[src/rtl/haar_pass_scheduler.sv]
// rtl/haar_pass_scheduler.sv - row/column pass sequencer feeding the Haar MAC; define HAAR_SINGLE_PASS_EN for a row-pass-only build
module haar_pass_scheduler #(
  parameter int HEIGHT = 256,
  parameter int WIDTH  = 256,
  localparam int AW = $clog2(WIDTH),
  localparam int MW = $clog2(HEIGHT * WIDTH)
) (
  input  logic          clk,
  input  logic          rst,
  input  logic          start,
  input  logic          hold,
  output logic          busy,
  output logic          done,
  output logic          pass,
  output logic          mem_rd,
  output logic [MW-1:0] mem_addr,
  input  logic [7:0]    mem_data,
  output logic [15:0]   mac_pixel,
  output logic          mac_valid,
  output logic [AW-1:0] mac_row_column_pointer,
  output logic [AW-1:0] mac_pixel_pointer,
  input  logic          mac_o_valid
);

  typedef enum logic [2:0] {
    IDLE  = 3'd0,
    RD_A  = 3'd1,
    RD_B  = 3'd2,
    ISSUE = 3'd3,
    DRAIN = 3'd4,
    FIN   = 3'd5
  } state_t;

  localparam logic [AW-1:0] ONE_AW = AW'(1);
  localparam logic [MW-1:0] ONE_MW = MW'(1);
  localparam logic [AW-1:0] P_LAST = AW'(WIDTH / 2 - 1);
  localparam logic [AW-1:0] L_LAST = AW'(HEIGHT - 1);

  state_t        state, state_d;
  logic          pass_q, pass_d;
  logic [AW-1:0] line_q, line_d;
  logic [AW-1:0] p_q, p_d;
  logic [MW-1:0] outstanding, out_d;
  logic [7:0]    hi_q, lo_q;
  logic [AW-1:0] rc_q, pp_q;
  logic          issue;
  logic          dec;
  logic [MW-1:0] addr_a, addr_b;

  assign issue = (state == ISSUE);
  assign dec   = mac_o_valid && (outstanding != '0);
  assign pass  = pass_q;

  // Pair addresses are bit concatenations because the image is square and a power of two.
  assign addr_a = pass_q ? {p_q[AW-2:0], 1'b0, line_q} : {line_q, p_q[AW-2:0], 1'b0};
  assign addr_b = pass_q ? {p_q[AW-2:0], 1'b1, line_q} : {line_q, p_q[AW-2:0], 1'b1};

  // Operand and pointers show the live pair during ISSUE and hold the last issued pair otherwise.
  assign mac_pixel              = issue ? {hi_q, mem_data} : {hi_q, lo_q};
  assign mac_row_column_pointer = issue ? line_q : rc_q;
  assign mac_pixel_pointer      = issue ? p_q : pp_q;

  // Outstanding MAC results: issue adds, result retires, empty counter ignores stray results.
  always_comb begin
    out_d = outstanding;
    if (issue && !dec) begin
      out_d = outstanding + ONE_MW;
    end else if (!issue && dec) begin
      out_d = outstanding - ONE_MW;
    end
  end

  // Next-state and strobe decode; drain exits on the cycle the last result retires.
  always_comb begin
    state_d   = state;
    pass_d    = pass_q;
    line_d    = line_q;
    p_d       = p_q;
    mem_rd    = 1'b0;
    mem_addr  = '0;
    mac_valid = 1'b0;
    busy      = 1'b0;
    done      = 1'b0;
    case (state)
      IDLE: begin
        if (start) begin
          state_d = RD_A;
          pass_d  = 1'b0;
          line_d  = '0;
          p_d     = '0;
        end
      end
      RD_A: begin
        busy = 1'b1;
        if (!hold) begin
          mem_rd   = 1'b1;
          mem_addr = addr_a;
          state_d  = RD_B;
        end
      end
      RD_B: begin
        busy     = 1'b1;
        mem_rd   = 1'b1;
        mem_addr = addr_b;
        state_d  = ISSUE;
      end
      ISSUE: begin
        busy      = 1'b1;
        mac_valid = 1'b1;
        state_d   = RD_A;
        if (p_q == P_LAST) begin
          p_d    = '0;
          line_d = line_q + ONE_AW;
          if (line_q == L_LAST) begin
            state_d = DRAIN;
          end
        end else begin
          p_d = p_q + ONE_AW;
        end
      end
      DRAIN: begin
        busy = 1'b1;
        if (out_d == '0) begin
`ifdef HAAR_SINGLE_PASS_EN
          state_d = FIN;
`else
          if (!pass_q) begin
            pass_d  = 1'b1;
            line_d  = '0;
            p_d     = '0;
            state_d = RD_A;
          end else begin
            state_d = FIN;
          end
`endif
        end
      end
      FIN: begin
        done    = 1'b1;
        state_d = IDLE;
      end
      default: state_d = IDLE;
    endcase
  end

  // Control state and counters.
  always_ff @(posedge clk or posedge rst) begin
    if (rst) begin
      state       <= IDLE;
      pass_q      <= 1'b0;
      line_q      <= '0;
      p_q         <= '0;
      outstanding <= '0;
    end else begin
      state       <= state_d;
      pass_q      <= pass_d;
      line_q      <= line_d;
      p_q         <= p_d;
      outstanding <= out_d;
    end
  end

  // Operand capture: first pixel lands in RD_B, second pixel and pointers are held after ISSUE.
  always_ff @(posedge clk or posedge rst) begin
    if (rst) begin
      hi_q <= '0;
      lo_q <= '0;
      rc_q <= '0;
      pp_q <= '0;
    end else begin
      if (state == RD_B) begin
        hi_q <= mem_data;
      end
      if (issue) begin
        lo_q <= mem_data;
        rc_q <= line_q;
        pp_q <= p_q;
      end
    end
  end

endmodule

[config.mk]
export PLATFORM = sky130hd
export DESIGN_NAME = haar_pass_scheduler
export DESIGN_NICKNAME = d
export VERILOG_FILES = /design/src/rtl/haar_pass_scheduler.sv
export SDC_FILE = /design/constraint.sdc
export NUM_CORES = 1
export LEC_CHECK = 0
export BUFFER_PORTS_ARGS = -buffer_cell sky130_fd_sc_hd__buf_2
export CELL_PAD_IN_SITES_DETAIL_PLACEMENT = 0
export CELL_PAD_IN_SITES_GLOBAL_PLACEMENT = 2
export CORE_MARGIN = 2
export CORE_UTILIZATION = 31
export DETAILED_ROUTE_END_ITERATION = 7
export HOLD_SLACK_MARGIN = 0.08
export PLACE_DENSITY = 0.8
export SYNTH_ARGS = -nofsm -noshare
export SYNTH_HDL_FRONTEND = slang
export SYNTH_SLANG_ARGS = --single-unit
[constraint.sdc]
create_clock -name clk -period 3.1 [get_ports clk]
set_input_delay 0.775 -clock clk [delete_from_list [all_inputs] [get_ports clk]]
set_output_delay 0.775 -clock clk [all_outputs]
set_load 0.05 [all_outputs]
==> impl_metrics.ini <==
[hold_path]
min_path_type = reg2reg
hp-start = rc_q[3]

[routing]
routed_via_density = 5.179
finalWirelength_mm = 12.32
ant_nets = 0
wire_per_inst_um = 16.42
drc = 0
firstDrtPassIters = 4
drtIter0Drc = 221
via_count = 3884

[logic_synthesis]
async_flop_share = 1.000
netlist_top_cells_area = dfrtp_1 (43%), nand2_1 (9.4%), mux2i_1 (4.8%)
yosys-top-cells-count = nand2_1 (99), dfrtp_1 (68), nor2_1 (34)
syn_area_um2 = 3966
ys_types = 55
yosysMostFrequentCell = nand2_1
synth_edf_count = 0
synth_warnings = 0
ys_ff_latch = 68
synth_top_cell_area_share = 0.4290
yosys.area.top_type = dfrtp_1
synth_ff_type = dfrtp_1
yosysSeqAreaShare = 0.4290
synthCells = 450
avgSynthCellArea_um2 = 8.814
synth_nets = 468

[worst_setup_path]
cp_max_fo = 8
cp-end-kind = flip-flop
slowest_delay_ns = 0.55
criticalPathCategory = reg2reg
critPathLaunchType = flip-flop
crit_required_ns = 3.32
worst-path-buf-inv = 4
arrival_ns = 3.46
path_cells = inv_2, ha_4, nor3b_4, nand4_4, buf_6, a31o_4, o211a_1, a2111oi_4, or4b_4, nor4_4, buf_4, clkbuf_16, o22ai_2
r2r-start = outstanding[1]
slowest_stage = or4b_4
crit_start = outstanding[1]
critPathTopFamily = simple AND/OR/NAND/NOR gates

[final_layout]
final_area_um2 = 5513
fin_util = 0.4386
nNetsFinal = 591
drive_gt1_frac = 0.3754
antenna_cells = 0
areaGrowthSynthToFinish_pct = 38.99
fin_cells = 750

[floorplanning]
die_w_um = 117.1
core-area_um2 = 12570
num_rows = 41
ioPinCount = 66
start_util = 0.3156
dieArea_um2 = 13710
die_h_um = 117.1

[sta]
fmax_ghz = 0.3086
hold_violations = 0
slew_violations = 0
hold_ws_ns = 0.4662
fin_setup_tns_ns = -1.806
finalCritPeriodShare = 1.045
setup_viol = 17
worst_pin_slew_ns = 1.010
slew_headroom = 0.3266
layout_setup_ws_ns = -0.1401
period_minus_slack_ns = 3.240
rsz0062_at_grt = yes
finClkSkew_ns = 0.006864

[placement]
io_buffers = 65
gp_congestion = 0.8657
place_area_um2 = 4925
post-dp-hpwl_mm = 8.502
place_inst = 722

[grt]
overflow = 0
grt_pass1_vias = 3724
grt_max_degree = 41
grt_util_all_layers = 0.1806
antenna_found_initial = 0
grt_pass1_wl_mm = 18.93

[clocking]
clk_pin_slew_ns = 0.06
clock_latency_ns = 0.34
cts_tree = built
numCtsBuffers = 9
clock_sinks = 68
cts-hold-fix-buffers = 0
cts_root_buffer = clkbuf_16
htree_levels = 3
cts_buffer_depth = 2

[run_status]
status = complete, but fails checks
violations = setup timing

[pwr]
p_sw_frac = 0.5039
sequentialPowerShare = 0.273
switchingPower_uw = 2739
p_comb_frac = 0.554
p_clk_frac = 0.173
p_leak_uw = 0.002525
power.density_nw_per_um2 = 986.0
ir_drop_mv = 0.6807
p_int_uw = 2696

[run]
drv_cap = 0
## power groups by stage
stage | Sequential, uW | Clock (uW) | Combinational, uW
after global placement | 1480 | 0 | 2790
after global routing | 1530 | 1000 | 3220
after detailed placement | 1490 | 0 | 2800
after CTS | 1480 | 970 | 2880
after floorplan | 1600 | 0 | 1840
final | 1480 | 941 | 3010
## kinds of logic (layout without fill, tap and decap cells)
logic type,Yosys count,count (layout),share of synthesized area
xor+xnor,8,8,0.01767
buf+inv,41,169,0.04479
fa+ha+maj,5,5,0.01577
compound gates,73,73,0.1249
mux,28,28,0.07350
simple gates,227,227,0.2943
flops,68,68,0.4290
## cell usage in the layout, fill, tap and decap left out, types with 8 or more instances in the layout
cell,synthesis,layout
dfrtp_1,68,68
nor3_1,12,12
mux2_2,9,8
nand2_1,99,99
clkbuf_16,0,10
nor2_1,34,29
nand3_1,18,18
o21ai_2,0,10
xnor2_1,8,8
and2_1,11,10
mux2i_1,19,19
buf_4,2,69
o21ai_0,18,11
inv_1,12,9
buf_2,6,65
## sequential cells by signal (all words and copies together) (netlist names)
| name | flops |
|---|---|
| lo_q | 8 |
| p_q | 8 |
| hi_q | 8 |
| pp_q | 8 |
| rc_q | 8 |
| pass | 1 |
| outstanding | 16 |
| state | 3 |
| line_q | 8 |
## area by class of cell
class	count	area [um^2]
inverters	12	45.04
clock inverters	7	43.79
well taps	172	215.2
fillers	1241	7056
flip-flops and latches	68	1702
repair buffers	141	953.4
multi-input cells	341	2328
clock buffers	9	225.2
## layer usage
layer | vias up | wire [um] | global-route usage
met1 | 1896 | 5310 | 0.2282
met3 | 28 | 619 | 0.03656
li1 | 1846 | - | -
met2 | 114 | 6038 | 0.2940
met4 | 0 | 347 | 0.09255
met5 | - | 0 | 0
## repair_timing
action,CTS,global route
cloned,0,1
endpoints found under the setup margin,19,21
resized for setup,17,32
buffers inserted,5,6
pin swaps,2,19
## metrics by stage
stage	setup WS [ns]	power, uW
final	-0.1401	5436
after global routing	-0.2390	5760
after detailed placement	-0.2304	4296
after CTS	-0.1542	5327
after floorplan	-0.05733	3441
after global placement	-0.2663	4269
## path summary, 6_finish.rpt
kind	to	slack [ns]	depth (start not counted)
worst max-delay path	line_q[1]	-0.14	13
min in group asynchronous	hi_q[5]	0.64	2
worst max register to register	line_q[1]	-0.14	13
worst min register to register	rc_q[3]	0.47	2
max in group asynchronous	rc_q[6]	1.79	3
worst min-delay path	rc_q[3]	0.47	2
## tightest hold or removal path, delay by kind of cell, from the launching register on
kind	cells	cell delay (ns)
simple gates	2	0.11
flops	1	0.32
Power figures use the tool's default switching activity.
